<file path="src/rtl/b2a_serial_conv_if.sv">
// Handshake and data bundle for the bit-serial Boolean-to-arithmetic converter.
// Signal names are taken from the converter's point of view.
interface b2a_serial_conv_if #(
    parameter int K = 16
);
    logic         valid_i;
    logic         ready_o;
    logic [K-1:0] x0_i;
    logic [K-1:0] x1_i;
    logic [K-1:0] a_i;
    logic [K-1:0] m_i;
    logic [2:0]   rnd_i;
    logic         valid_o;
    logic         ready_i;
    logic [K-1:0] a0_o;
    logic [K-1:0] a1_o;

    modport master (
        output valid_i, x0_i, x1_i, a_i, m_i, rnd_i, ready_i,
        input  ready_o, valid_o, a0_o, a1_o
    );

    modport slave (
        input  valid_i, x0_i, x1_i, a_i, m_i, rnd_i, ready_i,
        output ready_o, valid_o, a0_o, a1_o
    );
endinterface

</file>
<file path="src/rtl/b2a_serial_conv.sv">
// First-order bit-serial Boolean-to-arithmetic mask converter (x0^x1 -> A0+A1).
// Optional B2A_SHARE_CLEAR_EN wipes share registers and outputs on handshake.
module b2a_serial_conv #(
    parameter int K = 16
) (
    input logic              clk_i,
    input logic              rst_ni,
    b2a_serial_conv_if.slave bus
);
    localparam int CW = (K > 1) ? $clog2(K) : 1;
    localparam logic [CW-1:0] LAST = CW'(K - 1);

    typedef enum logic [1:0] {IDLE, ADD, RECOMB, OUT} st_e;

    st_e          state_q, state_d;
    logic         ready_q, ready_d;
    logic         valid_q, valid_d;
    logic [CW-1:0] cnt_q, cnt_d;
    logic [K-1:0] x0_q, x0_d, x1_q, x1_d;
    logic [K-1:0] y0_q, y0_d, y1_q, y1_d;
    logic [K-1:0] z0_q, z0_d, z1_q, z1_d;
    logic [K-1:0] a_q, a_d;
    logic [K-1:0] a0_q, a0_d, a1_q, a1_d;
    logic         c0_q, c0_d, c1_q, c1_d;

    // ISW AND on two shares; r refreshes the cross terms
    function automatic logic [1:0] sec_and(
        input logic p0, input logic p1,
        input logic q0, input logic q1,
        input logic r
    );
        logic t;
        t = (p0 & q1) ^ r;
        t = t ^ (p1 & q0);
        return {(p1 & q1) ^ t, (p0 & q0) ^ r};
    endfunction

    logic       xb0, xb1, yb0, yb1;
    logic [1:0] g_xy, g_xc, g_yc;

    always_comb begin
        xb0  = x0_q[cnt_q];
        xb1  = x1_q[cnt_q];
        yb0  = y0_q[cnt_q];
        yb1  = y1_q[cnt_q];
        g_xy = sec_and(xb0, xb1, yb0, yb1, bus.rnd_i[0]);
        g_xc = sec_and(xb0, xb1, c0_q, c1_q, bus.rnd_i[1]);
        g_yc = sec_and(yb0, yb1, c0_q, c1_q, bus.rnd_i[2]);
    end

    always_comb begin
        state_d = state_q;
        cnt_d   = cnt_q;
        x0_d    = x0_q;
        x1_d    = x1_q;
        y0_d    = y0_q;
        y1_d    = y1_q;
        z0_d    = z0_q;
        z1_d    = z1_q;
        a_d     = a_q;
        a0_d    = a0_q;
        a1_d    = a1_q;
        c0_d    = c0_q;
        c1_d    = c1_q;
        unique case (state_q)
            IDLE: begin
                if (bus.valid_i && ready_q) begin
                    x0_d    = bus.x0_i;
                    x1_d    = bus.x1_i;
                    a_d     = bus.a_i;
                    y0_d    = bus.m_i;
                    y1_d    = ({K{1'b0}} - bus.a_i) ^ bus.m_i;
                    c0_d    = 1'b0;
                    c1_d    = 1'b0;
                    cnt_d   = '0;
                    state_d = ADD;
                end
            end
            ADD: begin
                // each share path stays separate; only SecAnd mixes them
                z0_d[cnt_q] = xb0 ^ yb0 ^ c0_q;
                z1_d[cnt_q] = xb1 ^ yb1 ^ c1_q;
                c0_d  = g_xy[0] ^ g_xc[0] ^ g_yc[0];
                c1_d  = g_xy[1] ^ g_xc[1] ^ g_yc[1];
                cnt_d = cnt_q + 1'b1;
                if (cnt_q == LAST) state_d = RECOMB;
            end
            RECOMB: begin
                a0_d    = z0_q ^ z1_q;
                a1_d    = a_q;
                state_d = OUT;
            end
            OUT: begin
                if (valid_q && bus.ready_i) begin
                    state_d = IDLE;
`ifdef B2A_SHARE_CLEAR_EN
                    x0_d = '0;
                    x1_d = '0;
                    y0_d = '0;
                    y1_d = '0;
                    z0_d = '0;
                    z1_d = '0;
                    c0_d = 1'b0;
                    c1_d = 1'b0;
                    a0_d = '0;
                    a1_d = '0;
`endif
                end
            end
            default: state_d = IDLE;
        endcase
        ready_d = (state_d == IDLE);
        valid_d = (state_q == OUT) && (state_d == OUT);
    end

    always_ff @(posedge clk_i or negedge rst_ni) begin
        if (!rst_ni) begin
            state_q <= IDLE;
            ready_q <= 1'b1;
            valid_q <= 1'b0;
            cnt_q   <= '0;
            x0_q    <= '0;
            x1_q    <= '0;
            y0_q    <= '0;
            y1_q    <= '0;
            z0_q    <= '0;
            z1_q    <= '0;
            a_q     <= '0;
            a0_q    <= '0;
            a1_q    <= '0;
            c0_q    <= 1'b0;
            c1_q    <= 1'b0;
        end else begin
            state_q <= state_d;
            ready_q <= ready_d;
            valid_q <= valid_d;
            cnt_q   <= cnt_d;
            x0_q    <= x0_d;
            x1_q    <= x1_d;
            y0_q    <= y0_d;
            y1_q    <= y1_d;
            z0_q    <= z0_d;
            z1_q    <= z1_d;
            a_q     <= a_d;
            a0_q    <= a0_d;
            a1_q    <= a1_d;
            c0_q    <= c0_d;
            c1_q    <= c1_d;
        end
    end

    assign bus.ready_o = ready_q;
    assign bus.valid_o = valid_q;
    assign bus.a0_o    = a0_q;
    assign bus.a1_o    = a1_q;
endmodule

</file>
<file path="src/flat_wrapper.sv">
// flat-port wrapper written by rule: the top's interface ports become plain ports
module b2a_serial_conv_flat 
#(
    parameter int K = 16
)
  (clk_i, rst_ni, bus_valid_i, bus_x0_i, bus_x1_i, bus_a_i, bus_m_i, bus_rnd_i, bus_ready_i, bus_ready_o, bus_valid_o, bus_a0_o, bus_a1_o);
  b2a_serial_conv_if #(.K(K)) bus_i ();
  input logic clk_i;
  input logic rst_ni;
  input wire logic [$bits(bus_i.valid_i)-1:0] bus_valid_i;
  input wire logic [$bits(bus_i.x0_i)-1:0] bus_x0_i;
  input wire logic [$bits(bus_i.x1_i)-1:0] bus_x1_i;
  input wire logic [$bits(bus_i.a_i)-1:0] bus_a_i;
  input wire logic [$bits(bus_i.m_i)-1:0] bus_m_i;
  input wire logic [$bits(bus_i.rnd_i)-1:0] bus_rnd_i;
  input wire logic [$bits(bus_i.ready_i)-1:0] bus_ready_i;
  output wire logic [$bits(bus_i.ready_o)-1:0] bus_ready_o;
  output wire logic [$bits(bus_i.valid_o)-1:0] bus_valid_o;
  output wire logic [$bits(bus_i.a0_o)-1:0] bus_a0_o;
  output wire logic [$bits(bus_i.a1_o)-1:0] bus_a1_o;
  assign bus_i.valid_i = bus_valid_i;
  assign bus_i.x0_i = bus_x0_i;
  assign bus_i.x1_i = bus_x1_i;
  assign bus_i.a_i = bus_a_i;
  assign bus_i.m_i = bus_m_i;
  assign bus_i.rnd_i = bus_rnd_i;
  assign bus_i.ready_i = bus_ready_i;
  assign bus_ready_o = bus_i.ready_o;
  assign bus_valid_o = bus_i.valid_o;
  assign bus_a0_o = bus_i.a0_o;
  assign bus_a1_o = bus_i.a1_o;
  b2a_serial_conv #(.K(K)) u_core (.clk_i(clk_i), .rst_ni(rst_ni), .bus(bus_i));
endmodule
</file>
<file path="config.mk">
export PLATFORM = sky130hd
export DESIGN_NAME = b2a_serial_conv_flat
export DESIGN_NICKNAME = d
export VERILOG_FILES = /design/src/rtl/b2a_serial_conv_if.sv /design/src/rtl/b2a_serial_conv.sv /design/src/flat_wrapper.sv
export SDC_FILE = /design/constraint.sdc
export NUM_CORES = 1
export LEC_CHECK = 0
export ABC_AREA = 1
export CAP_MARGIN = 20
export CORE_MARGIN = 2
export CORE_UTILIZATION = 35
export CTS_CLUSTER_SIZE = 16
export DETAILED_ROUTE_END_ITERATION = 10
export PLACE_DENSITY = 0.64
export SYNTH_ARGS = -nofsm -noshare
export SYNTH_HDL_FRONTEND = slang
export SYNTH_SLANG_ARGS = --single-unit
</file>
<file path="constraint.sdc">
create_clock -name clk_i -period 3.3 [get_ports clk_i]
set_input_delay 0.66 -clock clk_i [delete_from_list [all_inputs] [get_ports clk_i]]
set_output_delay 0.66 -clock clk_i [all_outputs]
set_load 0.05 [all_outputs]
</file>
==> impl_metrics.toml <==
[global_routing]
grt_pass1_vias = 5827
grt_max_degree = 112
grt_pass1_wl_um = 28500
grt_use_total = 0.162
grt_overflow = 0
antenna_found_initial = 0

[cts]
clk_pin_slew_ps = 60
postCtsResizedCells = 0
cts-root-buf = "clkbuf_16"
numClockSinks = 154
cts_hold_buf = 0
h-tree-depth = 4
cts_setup_buffers = 0
numCtsBuffers = 17
cts_tree = "yes"
worstSkewPairLatency_ps = 420
clk_path_buf_depth = 2

[yosys]
async_reset_ff_frac = 1.00
synth_fp_nets = 926
synth_common_cells = "252 x nand2_1, 153 x dfrtp_1, 92 x inv_1, 92 x o21ai_0, 48 x nand3_1"
netlist_area_mm2 = 0.00744
synth_compound_area_frac = 0.0720
synth-edff-count = 0
seq_area_frac_synth = 0.518
synthXorXnorAreaFrac = 0.0600
synthFlopType = "dfrtp_1"
synth_top_area_share = 0.515
netlist_top_cells_area = "dfrtp_1 51%, nand2_1 13%, mux2_2 7.0%"
synth-seq-cells = 154
syn_area_per_cell_um2 = 8.77
synth_fa_ha_area_frac = 0.0118
synth_top_family_by_area = "simple AND/OR/NAND/NOR gates"
yosysWarnings = 0
synth-simple-area-share = 0.190
synth.most_common_cell = "nand2_1"
synth_top_cell_by_area = "dfrtp_1"
yosys.cell_types.count = 32
syn_inst = 848
synthMuxAreaShare = 0.0696

[cells_and_area]
layout-drive-gt1-share = 0.116
synthToLayoutAreaGrowth_pct = 25.5
final_area_mm2 = 0.00934
stdcell_count = 1235
finish.utilization = 0.446
diodes = 0
fin_nets = 1026

[run]
drv_cap = 0

[route]
drcViolationCount = 0
post_drt_wl_per_cell_um = 13.5
route.vias.total = 5630
highest_layer = "met4"
via_per_inst = 4.56
dr.pass1.iters = 4
wl_met1_um = 7870
wl_um = 16700
drtIter0Drc = 208
met3_wirelength_um = 904
drtAntennaViolNets = 0
dr_wl_met2_um = 7680

[pwr]
p_leak_nw = 4.38
peakVddDrop_v = 0.000522
p_per_area_mw_per_mm2 = 1020

[floorplanning]
dieArea_mm2 = 0.0224
core_area_mm2 = 0.0210
start_util = 0.355
die_width_um = 150
die_h_um = 150
io_pins = 105
rows = 53

[worst_setup_path]
path_max_fanout = 3
critPathKind = "in -> reg"
worst_setup_path_end_kind = "flip-flop"
worstReg2RegStart = "u_core.cnt_q[0]"
cp.required_ps = 3580
critical_path.startpoint = "bus_a_i[0]"
worst_setup_path_start_kind = "primary input"
arrival_ps = 2690

[status]
status = "completed"

[sta]
hold_violations = 0
relSlewSlack = 0.422
fin_crit_ps = 2400
setup_violations = 0
maxClockFrequency_mhz = 416
period_share = 0.728
worst_slew_pin_slew_ps = 865
finClkSkew_ps = 8.87
setup-tns-final_ps = 0
slew_violations = 0
rsz0062_at_grt = "no"

[placement]
port_buffers = 104
gp_congestion = 0.765
dpl.cell_count = 1203
placed_area_mm2 = 0.00876
dp_hpwl_um = 11600

[min_path]
min_path_type = "in -> async"
[cells in the final DEF (no fill, tap or decap), types with 2 or more instances in the layout]
| master | count |
|---|---|
| a21oi_1 | 4 |
| buf_12 | 2 |
| buf_4 | 9 |
| buf_6 | 2 |
| bufinv_16 | 2 |
| clkbuf_1 | 2 |
| clkbuf_16 | 17 |
| clkdlybuf4s50_1 | 103 |
| clkinv_2 | 4 |
| clkinvlp_4 | 2 |
| dfrtp_1 | 153 |
| ha_1 | 7 |
| inv_1 | 92 |
| inv_2 | 9 |
| inv_6 | 3 |
| mux2_2 | 46 |
| nand2_1 | 252 |
| nand2_2 | 6 |
| nand2_4 | 2 |
| nand3_1 | 48 |
| nand3b_1 | 2 |
| nor2_1 | 30 |
| nor3_1 | 3 |
| o21ai_0 | 92 |
| o21ai_1 | 3 |
| o221ai_1 | 3 |
| xnor2_1 | 28 |
| xor2_1 | 23 |
[flip-flops by register name (all words and copies together), names as in the netlist]
| signal | flops |
|---|---|
| u_core.c1_q | 1 |
| u_core.y1_q | 16 |
| u_core.y0_q | 16 |
| u_core.bus.a1_o | 16 |
| u_core.a_q | 16 |
| u_core.x0_q | 16 |
| u_core.z1_q | 16 |
| u_core.state_q | 2 |
| u_core.bus.a0_o | 16 |
| u_core.bus.valid_o | 1 |
| u_core.z0_q | 16 |
| u_core.cnt_q | 4 |
| u_core.bus.ready_o | 1 |
| u_core.c0_q | 1 |
| u_core.x1_q | 16 |
[worst max-delay path: stages]
cell and delay (ps):
clkdlybuf4s50_1 460, inv_2 80, ha_1 180, nand3_1 130, nor3_1 270, nand3_1 180, inv_1 110, nand3_1 120
nor3_1 200, xor2_1 200, o21ai_0 100
[where the power goes]
group / internal, mW / leakage (nW) / switching [mW]
logic: 1.73 / 2.26 / 2.81
clock network: 1.13 / 0.276 / 0.770
registers: 2.68 / 1.85 / 0.411
total: 5.54 / 4.38 / 3.99
[worst paths after layout]
| kind | to | slack [ps] | depth (start not counted) |
|---|---|---|---|
| max in group asynchronous | u_core.bus.a1_o[15] | 2190 | 2 |
| hold reg to reg | u_core.a_q[13] | 470 | 2 |
| setup / recovery | u_core.y1_q[14] | 900 | 11 |
| min in group clk_i | u_core.a_q[13] | 470 | 2 |
| setup reg to reg | u_core.z1_q[12] | 940 | 12 |
| hold / removal | u_core.bus.a0_o[5] | 260 | 1 |
[kinds of logic (layout without fill, tap and decap cells)]
kind of cell | Yosys count | after routing
compound gates | 104 | 104
xor+xnor | 51 | 51
fa+ha+maj | 7 | 7
buf+inv | 139 | 251
flops | 154 | 154
mux | 46 | 46
simple gates | 347 | 347
[per-layer routing]
layer,up-vias,global-route usage
met2,113,0.260
met4,0,0.0509
li1,2859,-
met5,-,0
met3,14,0.0412
met1,2644,0.215
[per-stage QoR]
step	hold WS, ps	power (mW)	setup slack (ps)
finish	264	9.53	898
CTS	286	9.57	504
detailed placement	459	7.61	414
global placement	453	7.41	460
floorplan	364	6.31	1140
global route	319	10.3	643
[final cells by class]
cell class                      instances  area (um2)
Fill cell                            2089       11600
Sequential cell                       154        3850
Multi-Input combinational cell        555        3010
Timing Repair Buffer                  116        1160
Clock buffer                           20         447
Inverter                              104         398
Tap cell                              275         344
Clock inverter                         11         121
No activity file was read; power rests on OpenSTA's default activity.
